$ cat src/rtl/apb_2_axi_lite_if.sv
// apb_2_axi_lite_if: APB slave side and AXI4-Lite master side of the bridge in one bundle.
// Latency: none, this is only a signal container.
// Backpressure: PREADY stretches the APB access; each AXI channel uses VALID/READY.
// Modports: slave  = bridge view (APB request in, AXI request out, AXI response in).
//           master = environment view (drives APB, plays the AXI-Lite slave).
interface apb_2_axi_lite_if #(
  parameter int AXI_DATA_WIDTH = 32,
  parameter int AXI_ADDR_WIDTH = 4
);
  // APB
  logic [AXI_ADDR_WIDTH-1:0]   PADDR;
  logic [2:0]                  PPROT;
  logic                        PSEL;
  logic                        PENABLE;
  logic                        PWRITE;
  logic [AXI_DATA_WIDTH-1:0]   PWDATA;
  logic [AXI_DATA_WIDTH/8-1:0] PSTRB;
  logic                        PREADY;
  logic [AXI_DATA_WIDTH-1:0]   PRDATA;
  logic                        PSLVERR;
  // AXI4-Lite write address / data / response
  logic [AXI_ADDR_WIDTH-1:0]   M_AXI_AWADDR;
  logic [2:0]                  M_AXI_AWPROT;
  logic                        M_AXI_AWVALID;
  logic                        M_AXI_AWREADY;
  logic [AXI_DATA_WIDTH-1:0]   M_AXI_WDATA;
  logic [AXI_DATA_WIDTH/8-1:0] M_AXI_WSTRB;
  logic                        M_AXI_WVALID;
  logic                        M_AXI_WREADY;
  logic [1:0]                  M_AXI_BRESP;
  logic                        M_AXI_BVALID;
  logic                        M_AXI_BREADY;
  // AXI4-Lite read address / data
  logic [AXI_ADDR_WIDTH-1:0]   M_AXI_ARADDR;
  logic [2:0]                  M_AXI_ARPROT;
  logic                        M_AXI_ARVALID;
  logic                        M_AXI_ARREADY;
  logic [AXI_DATA_WIDTH-1:0]   M_AXI_RDATA;
  logic [1:0]                  M_AXI_RRESP;
  logic                        M_AXI_RVALID;
  logic                        M_AXI_RREADY;

  modport slave (
    input  PADDR, PPROT, PSEL, PENABLE, PWRITE, PWDATA, PSTRB,
    output PREADY, PRDATA, PSLVERR,
    output M_AXI_AWADDR, M_AXI_AWPROT, M_AXI_AWVALID,
    input  M_AXI_AWREADY,
    output M_AXI_WDATA, M_AXI_WSTRB, M_AXI_WVALID,
    input  M_AXI_WREADY,
    input  M_AXI_BRESP, M_AXI_BVALID,
    output M_AXI_BREADY,
    output M_AXI_ARADDR, M_AXI_ARPROT, M_AXI_ARVALID,
    input  M_AXI_ARREADY,
    input  M_AXI_RDATA, M_AXI_RRESP, M_AXI_RVALID,
    output M_AXI_RREADY
  );

  modport master (
    output PADDR, PPROT, PSEL, PENABLE, PWRITE, PWDATA, PSTRB,
    input  PREADY, PRDATA, PSLVERR,
    input  M_AXI_AWADDR, M_AXI_AWPROT, M_AXI_AWVALID,
    output M_AXI_AWREADY,
    input  M_AXI_WDATA, M_AXI_WSTRB, M_AXI_WVALID,
    output M_AXI_WREADY,
    output M_AXI_BRESP, M_AXI_BVALID,
    input  M_AXI_BREADY,
    input  M_AXI_ARADDR, M_AXI_ARPROT, M_AXI_ARVALID,
    output M_AXI_ARREADY,
    output M_AXI_RDATA, M_AXI_RRESP, M_AXI_RVALID,
    input  M_AXI_RREADY
  );
endinterface

$ cat src/rtl/apb_2_axi_lite.sv
// apb_2_axi_lite: APB slave to AXI4-Lite master bridge, one transfer in flight at a time.
// Latency: 4 APB cycles (setup + 3 access) against a zero-wait AXI slave; each AXI wait adds one.
// Backpressure: PREADY is held low until the AXI response returns; AXI VALIDs hold until READY.
// Ports: M_AXI_ACLK (clock), M_AXI_ARESET (async active-high reset),
//        bus (apb_2_axi_lite_if.slave: APB request/response plus AXI-Lite master channels).
// All outputs come straight from flops; no input reaches an output combinationally.
module apb_2_axi_lite #(
  parameter int AXI_DATA_WIDTH = 32,
  parameter int AXI_ADDR_WIDTH = 4
) (
  input  logic             M_AXI_ACLK,
  input  logic             M_AXI_ARESET,
  apb_2_axi_lite_if.slave  bus
);

  localparam int DW = AXI_DATA_WIDTH;
  localparam int AW = AXI_ADDR_WIDTH;
  localparam int SW = AXI_DATA_WIDTH / 8;

  typedef enum logic [2:0] {
    IDLE    = 3'd0,
    WR_REQ  = 3'd1,
    WR_RESP = 3'd2,
    RD_REQ  = 3'd3,
    RD_RESP = 3'd4,
    DONE    = 3'd5
  } state_t;

  // Every registered output plus the two write-handshake flags.
  typedef struct packed {
    logic [AW-1:0] awaddr;
    logic [2:0]    awprot;
    logic          awvalid;
    logic [DW-1:0] wdata;
    logic [SW-1:0] wstrb;
    logic          wvalid;
    logic          bready;
    logic [AW-1:0] araddr;
    logic [2:0]    arprot;
    logic          arvalid;
    logic          rready;
    logic          pready;
    logic [DW-1:0] prdata;
    logic          pslverr;
    logic          aw_done;
    logic          w_done;
  } regs_t;

  state_t state_q, state_d;
  regs_t  r_q, r_d;

  logic setup;
  logic aw_hs, w_hs, ar_hs;
  logic aw_fin, w_fin;

  assign setup = bus.PSEL & ~bus.PENABLE;
  assign aw_hs = r_q.awvalid & bus.M_AXI_AWREADY;
  assign w_hs  = r_q.wvalid  & bus.M_AXI_WREADY;
  assign ar_hs = r_q.arvalid & bus.M_AXI_ARREADY;
  // A channel counts as finished if it completed earlier or is completing now,
  // so both handshakes landing in one cycle still advance in that cycle.
  assign aw_fin = r_q.aw_done | aw_hs;
  assign w_fin  = r_q.w_done  | w_hs;

  // Only RESP[1] distinguishes error (SLVERR/DECERR) from OKAY/EXOKAY.
  logic unused_resp_lsb;
  assign unused_resp_lsb = bus.M_AXI_BRESP[0] ^ bus.M_AXI_RRESP[0];

  // State register
  always_ff @(posedge M_AXI_ACLK or posedge M_AXI_ARESET) begin
    if (M_AXI_ARESET) state_q <= IDLE;
    else              state_q <= state_d;
  end

  // Next-state logic. BREADY/RREADY are already high in the response states,
  // so the response VALID alone marks the handshake there.
  always_comb begin
    state_d = state_q;
    case (state_q)
      IDLE:    if (setup) state_d = bus.PWRITE ? WR_REQ : RD_REQ;
      WR_REQ:  if (aw_fin && w_fin) state_d = WR_RESP;
      WR_RESP: if (bus.M_AXI_BVALID) state_d = DONE;
      RD_REQ:  if (ar_hs) state_d = RD_RESP;
      RD_RESP: if (bus.M_AXI_RVALID) state_d = DONE;
      DONE:    state_d = IDLE;
      default: state_d = IDLE;
    endcase
  end

  // Output logic: next value of every output register.
  always_comb begin
    r_d = r_q;
    case (state_q)
      IDLE: begin
        if (setup) begin
          if (bus.PWRITE) begin
            r_d.awaddr  = bus.PADDR;
            r_d.awprot  = bus.PPROT;
            r_d.wdata   = bus.PWDATA;
            r_d.wstrb   = bus.PSTRB;
            r_d.awvalid = 1'b1;
            r_d.wvalid  = 1'b1;
            r_d.aw_done = 1'b0;
            r_d.w_done  = 1'b0;
          end else begin
            r_d.araddr  = bus.PADDR;
            r_d.arprot  = bus.PPROT;
            r_d.arvalid = 1'b1;
          end
        end
      end
      WR_REQ: begin
        if (aw_hs) begin
          r_d.awvalid = 1'b0;
          r_d.aw_done = 1'b1;
        end
        if (w_hs) begin
          r_d.wvalid = 1'b0;
          r_d.w_done = 1'b1;
        end
        if (aw_fin && w_fin) r_d.bready = 1'b1;
      end
      WR_RESP: begin
        if (bus.M_AXI_BVALID) begin
          r_d.bready  = 1'b0;
          r_d.pslverr = bus.M_AXI_BRESP[1];
          r_d.prdata  = '0;
          r_d.pready  = 1'b1;
        end
      end
      RD_REQ: begin
        if (ar_hs) begin
          r_d.arvalid = 1'b0;
          r_d.rready  = 1'b1;
        end
      end
      RD_RESP: begin
        if (bus.M_AXI_RVALID) begin
          r_d.rready  = 1'b0;
          r_d.prdata  = bus.M_AXI_RDATA;
          r_d.pslverr = bus.M_AXI_RRESP[1];
          r_d.pready  = 1'b1;
        end
      end
      DONE: begin
        // PREADY was raised on entry, so the pulse is exactly this one cycle.
        r_d.pready  = 1'b0;
        r_d.prdata  = '0;
        r_d.pslverr = 1'b0;
      end
      default: r_d = '0;
    endcase
  end

  always_ff @(posedge M_AXI_ACLK or posedge M_AXI_ARESET) begin
    if (M_AXI_ARESET) r_q <= '0;
    else              r_q <= r_d;
  end

  assign bus.PREADY        = r_q.pready;
  assign bus.PRDATA        = r_q.prdata;
  assign bus.PSLVERR       = r_q.pslverr;
  assign bus.M_AXI_AWADDR  = r_q.awaddr;
  assign bus.M_AXI_AWPROT  = r_q.awprot;
  assign bus.M_AXI_AWVALID = r_q.awvalid;
  assign bus.M_AXI_WDATA   = r_q.wdata;
  assign bus.M_AXI_WSTRB   = r_q.wstrb;
  assign bus.M_AXI_WVALID  = r_q.wvalid;
  assign bus.M_AXI_BREADY  = r_q.bready;
  assign bus.M_AXI_ARADDR  = r_q.araddr;
  assign bus.M_AXI_ARPROT  = r_q.arprot;
  assign bus.M_AXI_ARVALID = r_q.arvalid;
  assign bus.M_AXI_RREADY  = r_q.rready;

endmodule

$ cat src/flat_wrapper.sv
// flat-port wrapper written by rule: the top's interface ports become plain ports
module apb_2_axi_lite_flat 
#(
  parameter int AXI_DATA_WIDTH = 32,
  parameter int AXI_ADDR_WIDTH = 4
)
  (M_AXI_ACLK, M_AXI_ARESET, bus_PADDR, bus_PPROT, bus_PSEL, bus_PENABLE, bus_PWRITE, bus_PWDATA, bus_PSTRB, bus_PREADY, bus_PRDATA, bus_PSLVERR, bus_M_AXI_AWADDR, bus_M_AXI_AWPROT, bus_M_AXI_AWVALID, bus_M_AXI_AWREADY, bus_M_AXI_WDATA, bus_M_AXI_WSTRB, bus_M_AXI_WVALID, bus_M_AXI_WREADY, bus_M_AXI_BRESP, bus_M_AXI_BVALID, bus_M_AXI_BREADY, bus_M_AXI_ARADDR, bus_M_AXI_ARPROT, bus_M_AXI_ARVALID, bus_M_AXI_ARREADY, bus_M_AXI_RDATA, bus_M_AXI_RRESP, bus_M_AXI_RVALID, bus_M_AXI_RREADY);
  apb_2_axi_lite_if #(.AXI_DATA_WIDTH(AXI_DATA_WIDTH), .AXI_ADDR_WIDTH(AXI_ADDR_WIDTH)) bus_i ();
  input  logic M_AXI_ACLK;
  input  logic M_AXI_ARESET;
  input wire logic [$bits(bus_i.PADDR)-1:0] bus_PADDR;
  input wire logic [$bits(bus_i.PPROT)-1:0] bus_PPROT;
  input wire logic [$bits(bus_i.PSEL)-1:0] bus_PSEL;
  input wire logic [$bits(bus_i.PENABLE)-1:0] bus_PENABLE;
  input wire logic [$bits(bus_i.PWRITE)-1:0] bus_PWRITE;
  input wire logic [$bits(bus_i.PWDATA)-1:0] bus_PWDATA;
  input wire logic [$bits(bus_i.PSTRB)-1:0] bus_PSTRB;
  output wire logic [$bits(bus_i.PREADY)-1:0] bus_PREADY;
  output wire logic [$bits(bus_i.PRDATA)-1:0] bus_PRDATA;
  output wire logic [$bits(bus_i.PSLVERR)-1:0] bus_PSLVERR;
  output wire logic [$bits(bus_i.M_AXI_AWADDR)-1:0] bus_M_AXI_AWADDR;
  output wire logic [$bits(bus_i.M_AXI_AWPROT)-1:0] bus_M_AXI_AWPROT;
  output wire logic [$bits(bus_i.M_AXI_AWVALID)-1:0] bus_M_AXI_AWVALID;
  input wire logic [$bits(bus_i.M_AXI_AWREADY)-1:0] bus_M_AXI_AWREADY;
  output wire logic [$bits(bus_i.M_AXI_WDATA)-1:0] bus_M_AXI_WDATA;
  output wire logic [$bits(bus_i.M_AXI_WSTRB)-1:0] bus_M_AXI_WSTRB;
  output wire logic [$bits(bus_i.M_AXI_WVALID)-1:0] bus_M_AXI_WVALID;
  input wire logic [$bits(bus_i.M_AXI_WREADY)-1:0] bus_M_AXI_WREADY;
  input wire logic [$bits(bus_i.M_AXI_BRESP)-1:0] bus_M_AXI_BRESP;
  input wire logic [$bits(bus_i.M_AXI_BVALID)-1:0] bus_M_AXI_BVALID;
  output wire logic [$bits(bus_i.M_AXI_BREADY)-1:0] bus_M_AXI_BREADY;
  output wire logic [$bits(bus_i.M_AXI_ARADDR)-1:0] bus_M_AXI_ARADDR;
  output wire logic [$bits(bus_i.M_AXI_ARPROT)-1:0] bus_M_AXI_ARPROT;
  output wire logic [$bits(bus_i.M_AXI_ARVALID)-1:0] bus_M_AXI_ARVALID;
  input wire logic [$bits(bus_i.M_AXI_ARREADY)-1:0] bus_M_AXI_ARREADY;
  input wire logic [$bits(bus_i.M_AXI_RDATA)-1:0] bus_M_AXI_RDATA;
  input wire logic [$bits(bus_i.M_AXI_RRESP)-1:0] bus_M_AXI_RRESP;
  input wire logic [$bits(bus_i.M_AXI_RVALID)-1:0] bus_M_AXI_RVALID;
  output wire logic [$bits(bus_i.M_AXI_RREADY)-1:0] bus_M_AXI_RREADY;
  assign bus_i.PADDR = bus_PADDR;
  assign bus_i.PPROT = bus_PPROT;
  assign bus_i.PSEL = bus_PSEL;
  assign bus_i.PENABLE = bus_PENABLE;
  assign bus_i.PWRITE = bus_PWRITE;
  assign bus_i.PWDATA = bus_PWDATA;
  assign bus_i.PSTRB = bus_PSTRB;
  assign bus_PREADY = bus_i.PREADY;
  assign bus_PRDATA = bus_i.PRDATA;
  assign bus_PSLVERR = bus_i.PSLVERR;
  assign bus_M_AXI_AWADDR = bus_i.M_AXI_AWADDR;
  assign bus_M_AXI_AWPROT = bus_i.M_AXI_AWPROT;
  assign bus_M_AXI_AWVALID = bus_i.M_AXI_AWVALID;
  assign bus_i.M_AXI_AWREADY = bus_M_AXI_AWREADY;
  assign bus_M_AXI_WDATA = bus_i.M_AXI_WDATA;
  assign bus_M_AXI_WSTRB = bus_i.M_AXI_WSTRB;
  assign bus_M_AXI_WVALID = bus_i.M_AXI_WVALID;
  assign bus_i.M_AXI_WREADY = bus_M_AXI_WREADY;
  assign bus_i.M_AXI_BRESP = bus_M_AXI_BRESP;
  assign bus_i.M_AXI_BVALID = bus_M_AXI_BVALID;
  assign bus_M_AXI_BREADY = bus_i.M_AXI_BREADY;
  assign bus_M_AXI_ARADDR = bus_i.M_AXI_ARADDR;
  assign bus_M_AXI_ARPROT = bus_i.M_AXI_ARPROT;
  assign bus_M_AXI_ARVALID = bus_i.M_AXI_ARVALID;
  assign bus_i.M_AXI_ARREADY = bus_M_AXI_ARREADY;
  assign bus_i.M_AXI_RDATA = bus_M_AXI_RDATA;
  assign bus_i.M_AXI_RRESP = bus_M_AXI_RRESP;
  assign bus_i.M_AXI_RVALID = bus_M_AXI_RVALID;
  assign bus_M_AXI_RREADY = bus_i.M_AXI_RREADY;
  apb_2_axi_lite #(.AXI_DATA_WIDTH(AXI_DATA_WIDTH), .AXI_ADDR_WIDTH(AXI_ADDR_WIDTH)) u_core (.M_AXI_ACLK(M_AXI_ACLK), .M_AXI_ARESET(M_AXI_ARESET), .bus(bus_i));
endmodule
$ cat config.mk
export PLATFORM = sky130hd
export DESIGN_NAME = apb_2_axi_lite_flat
export DESIGN_NICKNAME = d
export VERILOG_FILES = /design/src/rtl/apb_2_axi_lite_if.sv /design/src/rtl/apb_2_axi_lite.sv /design/src/flat_wrapper.sv
export SDC_FILE = /design/constraint.sdc
export NUM_CORES = 1
export LEC_CHECK = 0
export BUFFER_PORTS_ARGS = -buffer_cell sky130_fd_sc_hd__buf_2
export CORE_MARGIN = 3
export CORE_UTILIZATION = 44
export CTS_CLUSTER_DIAMETER = 120
export CTS_CLUSTER_SIZE = 28
export DETAILED_ROUTE_END_ITERATION = 12
export PLACE_DENSITY = 0.76
export SETUP_SLACK_MARGIN = 0.05
export SLEW_MARGIN = 0
export SYNTH_ARGS = -nofsm -noshare
export SYNTH_HDL_FRONTEND = slang
export SYNTH_SLANG_ARGS = --single-unit
$ cat constraint.sdc
create_clock -name M_AXI_ACLK -period 2.8 [get_ports M_AXI_ACLK]
set_input_delay 0.28 -clock M_AXI_ACLK [delete_from_list [all_inputs] [get_ports M_AXI_ACLK]]
set_output_delay 0.28 -clock M_AXI_ACLK [all_outputs]
set_load 0.05 [all_outputs]
# After elaboration in Yosys (flattened, before gate mapping)
# Index checks and enable logic that the tools add are counted.
op_classes:
  bitwise: 13
  n_mux: 32
  eq_ne: 14
  n_reduce_logical: 17
ops:
  columns: ["op", "count"]
  rows:
  - ["case mux 34 bit (3 select lines)", 1]
  - ["two-way mux 45 bit", 2]
  - ["case mux 36 bit (2 select lines)", 1]
  - ["two-way mux 35 bit", 1]
  - ["two-way mux 34 bit", 1]
  - ["case mux 7 bit (2 select lines)", 2]
  - ["two-way mux 8 bit", 2]
  - ["OR reduction 4 bit", 4]
  - ["two-way mux 3 bit", 5]
  - ["case mux 1 bit (3 select lines)", 5]
  - ["case mux 3 bit (5 select lines)", 1]
  - ["AND reduction 3 bit", 5]
  - ["AND reduction 4 bit", 3]
  - ["!= test 2 x 1 -> 1 bit (second input constant)", 5]
  - ["two-way mux 2 bit", 4]
  - ["!= test 2 bit (second input constant)", 4]
  - ["NOT 1 bit", 7]
  - ["equality test 3 x 2 -> 1 bit (second input constant)", 2]
  - ["equality test 3 bit (second input constant)", 2]
  - ["two-way mux 1 bit", 6]
  - ["case mux 2 bit (3 select lines)", 1]
  - ["AND reduction 5 bit", 1]
  - ["OR reduction 5 bit", 1]
  - ["AND 1 bit", 4]
  - ["other kinds (5)", 6]
word_totals:
  word_cells: 93
  register_bits: 94
  out_inout_bits: 89
  in_bits: 89

# Longest topological paths before layout
# Gate-level depths: netlist of run 1.
depth:
  ltp_word: 5
  mapped_depth: 6
  depth_no_buf: 4

# Least setup slack after synthesis of run 1
# Ideal clock, no wire load.
synth_path:
  path_type: "register to register"
  start: "reg u_core.state_q[0]"
  end: "reg u_core.r_q (netlist bit u_core.bus.PRDATA[0])"
  synth_period_minus_slack_ns: 1.417
  required_ns: 2.675
  stages_incl_launch_ff: 6
  path_buffers: 2
  slack_ns: 1.383
  t_arrival_ns: 1.292
  setup_ns: 0.125
  path_cell_list: "dfrtp_1 -> buf_6 -> o21ai_0 -> nand2_2 -> buf_6 -> mux2_4"
synth_between:
  elab_chain_cells: 4
  elab_cells_between_ends: 11
  cone_classes: "eq/ne (6); mux (1); bitwise (1); reduce/logical (3)"
synth_rtl:
  columns: ["element", "line", "text"]
  rows:
  - ["start, declared", "apb_2_axi_lite.sv:49", "state_t state_q, state_d;"]
  - ["start signal, assigned", "apb_2_axi_lite.sv:72", "else state_q <= state_d;"]
  - ["equality test 3 x 1 -> 1 bit, or another cell as far along", "apb_2_axi_lite.sv:93", "case (state_q)"]
  - ["OR reduction 3 bit (no line)", null, null]
  - ["NOT 1 bit (no line)", null, null]
  - ["AND reduction 3 bit (no line)", null, null]
  - ["end signal, assigned", "apb_2_axi_lite.sv:157", "else r_q <= r_d;"]
  - ["end, declared", "apb_2_axi_lite.sv:50", "regs_t r_q, r_d;"]
# Several ways; a longest one is shown, not always the timed one.
# A chain may end at the register's enable or synchronous reset.

# Final worst setup path of run 1
layout_path:
  start: "reg u_core.state_q[1]"
  end: "reg u_core.r_q (netlist bit u_core.bus.M_AXI_WDATA[11])"
layout_between:
  elab_chain_cells: 4
  elab_cells_between_ends: 12
  cone_classes: "eq/ne (7); mux (1); bitwise (1); reduce/logical (3)"
layout_rtl:
  columns: ["element", "line"]
  rows:
  - ["equality test 3 bit, or another cell as far along", "apb_2_axi_lite.sv:93"]
  - ["OR reduction 5 bit (no line)", null]
  - ["NOT 1 bit (no line)", null]
  - ["AND reduction 3 bit (no line)", null]
# Several ways; a longest one is shown, not always the timed one.

==> run_results.csv, run 1 <==
group,metric,value,unit
cts,cts_setup_buffers,0,
cells_and_area,final_core_util,0.514,
cells_and_area,multi_input_area,1480,um2
logic_synthesis,ys.flop_type,"dfrtp_1",
logic_synthesis,yosysWarnings,0,
critical_path,r2r_cells,4,
logic_synthesis,async_flop_share,1.00,
cts,clk_path_buf_depth,2,
logic_synthesis,synthTopCellsByArea,"dfrtp_1 (51%), buf_4 (13%), a22o_1 (8.1%), mux2_4 (6.1%), and3_1 (4.4%)",
routing,drt-total-wl,9670,um
cts,cts_resized,0,
logic_synthesis,yosysTopAreaCell,"dfrtp_1",
power_and_ir_drop,p_sw_frac,0.513,
cells_and_area,fillers,912,
cells_and_area,drive_gt1_frac,0.487,
logic_synthesis,yosys_register_bits,94,
cts,cts_tree,"built",
routing,drtAntennaViolNets,0,
power_and_ir_drop,p_clk_frac,0.127,
cts,insertion_delay,0.35,ns
routing,dr.first_iter.drc_count,187,
power_and_ir_drop,combinationalPowerShare,0.533,
critical_path,r2r_end,"u_core.bus.M_AXI_WDATA[11]$_DFFE_PP0P_",
routing,wl_per_cell,15.7,um
cells_and_area,seqCellArea,2350,um2
place,port_buffers,175,
floorplanning,core_area,10000,um2
timing,hold_viol_final,0,
cells_and_area,final_nets,567,
timing,setup_viol,0,
critical_path,worst-endpoint-required,3.08,ns
logic_synthesis,synth_edf_count,0,
logic_synthesis,avgSynthCellArea,11.8,um2
cts,postCtsHoldBufs,0,
logic_synthesis,synth_compound_area_frac,0.126,
timing,finalCriticalPeriod,1.97,ns
cts,cts_made_buffers,9,
floorplanning,ios,178,
routing,dr_total_vias,3160,
critical_path,startpoint,"u_core.state_q[1]$_DFFE_PP0P_",
place,hpwl,7030,um
routing,via_per_inst,5.13,
routing,drc_errors,0,
logic_synthesis,synthMuxAreaShare,0.0954,
cells_and_area,areaGrowthSynthToFinish,10.6,%
logic_synthesis,yosys.area_share.simple,0.0965,
power_and_ir_drop,p_sw,3.33,mW
global_route,gr-usage-met3,0.0491,
timing,tightest_slew,0.811,ns
power_and_ir_drop,share_seq_of_total_power,0.341,
timing,slew-limit-headroom,0.459,
critical_path,crit_path_end,"u_core.bus.M_AXI_WDATA[11]$_DFFE_PP0P_",
critical_path,ff2ff_setup_slack,0.83,ns
floorplanning,fp.dieW,109,um
global_route,grt_max_degree,50,
cts,cts_sinks,94,
floorplanning,num_rows,36,
cts,root_buffer,"clkbuf_8",
logic_synthesis,synth_fp_nets,483,
timing,rsz0062_at_grt,"false",
logic_synthesis,seq_area_frac_synth,0.507,
logic_synthesis,syn_inst,394,
floorplanning,die_h,109,um
global_route,first_global_vias,3184,
place,place_congestion,0.792,
timing,finalCritPeriodShare,0.704,
timing,finClkSkew,0.00928,ns
critical_path,criticalPathCategory,"flop to flop",
floorplanning,start_util,0.464,
power_and_ir_drop,power,6.48,mW
floorplanning,dieArea,11800,um2
worst_hold_path,holdCritPathClass,"input port to async pin",
logic_synthesis,synth_xor_xnor_area_share,0,
critical_path,cp-start-kind,"flop",
status,status,"finished, final reports clean",
critical_path,cp.arrival,2.25,ns
global_route,grt.busiest_layer,"met2",
timing,slew_viol_final,0,
global_route,use_met2,0.250,
job,maxCapViolCount,0,
routing,drt_first_pass_iters,6,
critical_path,rr_startpoint,"u_core.state_q[1]$_DFFE_PP0P_",
timing,max_freq,507,MHz
global_route,antenna_found_initial,0,
power_and_ir_drop,power.internal,3.16,mW
global_route,use_met1,0.212,
timing,tns,0,ns
power_and_ir_drop,leakage,2.92,nW
power_and_ir_drop,power_density,1260,nW/um2
cells_and_area,diodes,0,
logic_synthesis,yosysUniqueCellTypes,35,
logic_synthesis,synth_top_family_by_area,"buffers and inverters",
global_route,grt_pass1_wl,15200,um
cts,htreeDepth,3,
logic_synthesis,synth_adder_area_share,0,
logic_synthesis,synth_top_area_share,0.507,
logic_synthesis,syn_area,4640,um2
global_route,globalRouteOverflowTotal,0,
cts,clk_pin_slew,0.09,ns
power_and_ir_drop,ir_drop,0.652,mV
global_route,track_usage,0.162,
critical_path,worst-path-max-fanout,45,
critical_path,end_kind,"flop",
-- worst max-delay path: stages (launching register included) --
cell	delay, ns
dfrtp_1	0.59
nor2_2	0.33
and3_2	0.30
buf_4	0.41
a22o_1	0.23
-- routing by layer --
| metal | vias up | part of all wire |
|---|---|---|
| li1 | 1476 | - |
| met1 | 1514 | 0.44 |
| met2 | 155 | 0.44 |
| met3 | 15 | 0.10 |
| met4 | 0 | 0.021 |
| met5 | - | 0 |
-- placed cells by master (no fill, tap or decap), types with 3 or more instances in the layout --
cell type,count
buf_2,175
dfrtp_1,94
a22o_1,43
and3_1,32
mux2_4,19
mux2_2,14
nand2_1,13
nor2_1,11
a21oi_1,10
clkbuf_8,10
o21ai_0,8
inv_1,6
a32o_1,4
nand3_1,4
buf_4,4
clkinv_4,3
-- cell usage after synthesis (all sizes together), types with 4 or more instances --
cell type / number
nand3: 4
o21ai: 9
nor2: 13
clkbuf: 7
mux2: 33
dfrtp: 94
a22o: 43
a21oi: 10
and3: 33
a32o: 4
nand2: 14
inv: 7
buf: 100
-- registers in the layout, indices dropped and copies added, names as in the netlist --
signal / count
u_core.r_q: 2
u_core.bus.M_AXI_AWVALID: 1
u_core.state_q: 3
u_core.bus.M_AXI_AWPROT: 3
u_core.bus.PRDATA: 32
u_core.bus.M_AXI_BREADY: 1
u_core.bus.PSLVERR: 1
u_core.bus.M_AXI_ARPROT: 3
u_core.bus.M_AXI_RREADY: 1
u_core.bus.M_AXI_WVALID: 1
u_core.bus.M_AXI_WSTRB: 4
u_core.bus.M_AXI_WDATA: 32
u_core.bus.M_AXI_ARVALID: 1
u_core.bus.M_AXI_AWADDR: 4
u_core.bus.M_AXI_ARADDR: 4
u_core.bus.PREADY: 1
-- layout make-up --
| class | count | area share |
|---|---|---|
| clock inverters | 5 | 0.00828 |
| flip-flops and latches | 94 | 0.458 |
| well taps | 133 | 0.0324 |
| inverters | 7 | 0.00536 |
| multi-input cells | 186 | 0.288 |
| clock buffers | 11 | 0.0275 |
| repair buffers | 180 | 0.180 |
-- cells by family (layout without fill, tap and decap cells) --
family / Yosys count / count (layout)
compound gates: 75 / 75
buf+inv: 114 / 203
flops: 94 / 94
mux: 33 / 33
simple gates: 78 / 78
-- metrics by stage --
stage                     hold slack [ns]  area, um2  setup slack [ns]  instances
after floorplan                     0.397       4640            0.0713        394
after global placement              0.432       4950             0.869        600
after detailed placement            0.457       4950             0.860        600
after CTS                          0.0588       5130             0.821        616
after global routing               0.0930       5130             0.717        616
final                              0.0424       5130             0.829        616
-- how the worst min path moves through the flow --
stage                             from                                endpoint  slack [ns]  cells after the start
final                     M_AXI_ARESET   u_core.bus.M_AXI_WDATA[8]$_DFFE_PP0P_        0.04                      2
after global routing      M_AXI_ARESET   u_core.bus.M_AXI_WDATA[9]$_DFFE_PP0P_        0.09                      2
after CTS                 M_AXI_ARESET   u_core.bus.M_AXI_WDATA[9]$_DFFE_PP0P_        0.06                      2
after detailed placement  M_AXI_ARESET   u_core.bus.M_AXI_WDATA[8]$_DFFE_PP0P_        0.46                      2
after global placement    M_AXI_ARESET   u_core.bus.M_AXI_WDATA[9]$_DFFE_PP0P_        0.43                      2
after floorplan           bus_PADDR[1]  u_core.bus.M_AXI_ARADDR[1]$_DFFE_PP0P_        0.40                      2
-- power by group through the flow --
stage	logic (mW)	registers (mW)	clock network, mW
finish	3.45	2.21	0.823
CTS	3.48	2.20	0.854
global placement	3.43	2.20	0
floorplan	3.34	2.25	0
global route	3.64	2.28	0.925
detailed placement	3.47	2.22	0
No activity file was read; power rests on OpenSTA's default activity.
==> run 2, diff against run 1 <==
Clock period 2.8 ns to 1.8 ns, I/O delays scaled along.
==> run 2 against run 1 <==
Fmax rose by 18%; largest power group unchanged; worst hold slack improved by 0.011 ns; combinational power up 59%; final area grew 3.1%; via count grew 2.0%; first-iteration DRC count is 13% higher.
==> run_results.csv, run 2 (synthesis gave the netlist of run 1 again) <==
group,metric,value,unit
status,status,"finished, final reports clean",
timing,tns,0,ns
critical_path,worst-endpoint-required,2.03,ns
cells_and_area,layout_commonest_cell,"buf_2",
routing,drtAntennaViolNets,0,
cts,clk_path_buf_depth,2,
cts,htreeDepth,3,
place,place_congestion,0.820,
worst_hold_path,holdCritPathClass,"input port to flop",
timing,finClkSkew,0.0128,ns
routing,via_per_inst,5.16,
critical_path,cp-start-kind,"flop",
floorplanning,start_util,0.464,
cells_and_area,final_nets,576,
critical_path,r2r_cells,5,
job,maxCapViolCount,0,
cts,postCtsHoldBufs,1,
global_route,grt_max_degree,95,
global_route,globalRouteOverflowTotal,0,
routing,drt_first_pass_iters,4,
floorplanning,dieArea,11800,um2
routing,wl_per_cell,16.2,um
global_route,antenna_found_initial,0,
timing,slew-limit-headroom,0.674,
timing,tightest_slew,0.490,ns
cells_and_area,diodes,0,
critical_path,ff2ff_setup_slack,0.13,ns
critical_path,rr_startpoint,"u_core.state_q[0]$_DFFE_PP0P_",
worst_hold_path,whs_endpoint,"u_core.bus.M_AXI_WDATA[4]$_DFFE_PP0P_",
worst_hold_path,min_from,"bus_PWDATA[4]",
floorplanning,core_area,10000,um2
timing,finalCriticalPeriod,1.67,ns
timing,slew_viol_final,0,
critical_path,worst-path-max-fanout,20,
cts,cts_tree,"built",
global_route,grt_pass1_wl,15600,um
cts,cts_setup_buffers,0,
critical_path,end_kind,"flop",
place,hpwl,7320,um
global_route,track_usage,0.168,
timing,hold_viol_final,0,
timing,rsz0062_at_grt,"false",
critical_path,r2r_end,"u_core.bus.PRDATA[15]$_DFFE_PP0P_",
place,port_buffers,175,
cts,clk_pin_slew,0.09,ns
cells_and_area,areaGrowthSynthToFinish,14.0,%
floorplanning,die_h,109,um
floorplanning,num_rows,36,
cts,cts_resized,0,
place,dp_cells,608,
timing,setup_viol,0,
cts,root_buffer,"clkbuf_8",
power_and_ir_drop,ir_drop,1.23,mV
routing,dr_total_vias,3222,
cts,insertion_delay,0.35,ns
cts,cts_sinks,94,
power_and_ir_drop,power_density,2000,nW/um2
routing,drt-total-wl,10100,um
routing,dr.first_iter.drc_count,212,
power_and_ir_drop,leakage,3.00,nW
cells_and_area,layout_common_cells,"buf_2 (175), dfrtp_1 (94), a22o_1 (43), and3_1 (32), mux2_4 (19)",
critical_path,cp.arrival,1.90,ns
timing,max_freq,600,MHz
critical_path,criticalPathCategory,"flop to flop",
cells_and_area,instances_no_fill,625,
global_route,first_global_vias,3152,
worst_hold_path,whs_path_depth,2,
floorplanning,fp.dieW,109,um
cells_and_area,drive_gt1_frac,0.494,
routing,drc_errors,0,
timing,finalCritPeriodShare,0.926,
floorplanning,ios,178,
cts,cts_made_buffers,9,
==> run 2: changes by cell type in the layout (fill, tap and decap cells not counted), sizes merged <==
cell and change:
buf +8, clkinv -3, clkbuf -1, inv +1
bufinv +3, dlygate4sd3 +1
==> run 2: routing by layer <==
layer | global-route usage | part of all wire | vias to the layer above
met1 | 0.212 | 0.42 | 1555
met2 | 0.286 | 0.47 | 162
met5 | 0 | 0 | -
met3 | 0.0409 | 0.089 | 14
li1 | - | - | 1491
met4 | 0.0550 | 0.012 | 0
==> run 2: cell type report <==
class / count / area [um2]
Multi-Input combinational cell: 186 / 1480
Sequential cell: 94 / 2350
Clock buffer: 10 / 128
Inverter: 7 / 30.0
Fill cell: 899 / 4710
Tap cell: 133 / 166
Timing Repair Buffer: 189 / 1020
Clock inverter: 6 / 116
==> run 2: worst max path at each step <==
stage / from / end / slack (ns)
5_1_grt: u_core.state_q[2]$_DFFE_PP0P_ / u_core.bus.M_AXI_WDATA[25]$_DFFE_PP0P_ / 0.06
2_1_floorplan: u_core.state_q[0]$_DFFE_PP0P_ / u_core.bus.PRDATA[0]$_DFFE_PP0P_ / 0.38
3_3_place_gp: u_core.state_q[0]$_DFFE_PP0P_ / u_core.bus.PRDATA[11]$_DFFE_PP0P_ / 0.18
4_1_cts: u_core.state_q[0]$_DFFE_PP0P_ / u_core.bus.PRDATA[15]$_DFFE_PP0P_ / 0.12
3_5_place_dp: u_core.state_q[0]$_DFFE_PP0P_ / u_core.bus.PRDATA[13]$_DFFE_PP0P_ / 0.15
6_report: u_core.state_q[0]$_DFFE_PP0P_ / u_core.bus.PRDATA[15]$_DFFE_PP0P_ / 0.13
==> run 2: critical path, stage by stage (launching register included) <==
cell,delay [ns]
dfrtp_1,0.46
and2b_1,0.26
o21ai_2,0.06
nand2_2,0.21
buf_12,0.21
mux2_2,0.35
==> run 2: through the flow <==
step	power, mW	util	setup WS, ns	instance area [um2]	hold WS, ns
floorplan	8.70	-	0.383	4650	0.297
global placement	8.83	0.504	0.183	5040	0.351
detailed placement	8.96	0.504	0.149	5040	0.361
CTS	10.7	0.529	0.125	5290	0.0285
global route	11.1	0.529	0.0556	5290	0.0243
finish	10.6	0.529	0.133	5290	0.0532
==> run 2: power by group <==
part           switching [mW]  leakage (nW)  internal [mW]  total [mW]
clock network           0.735         0.121          0.937        1.67
registers               0.498          1.23           2.92        3.42
logic                    3.97          1.66           1.50        5.47
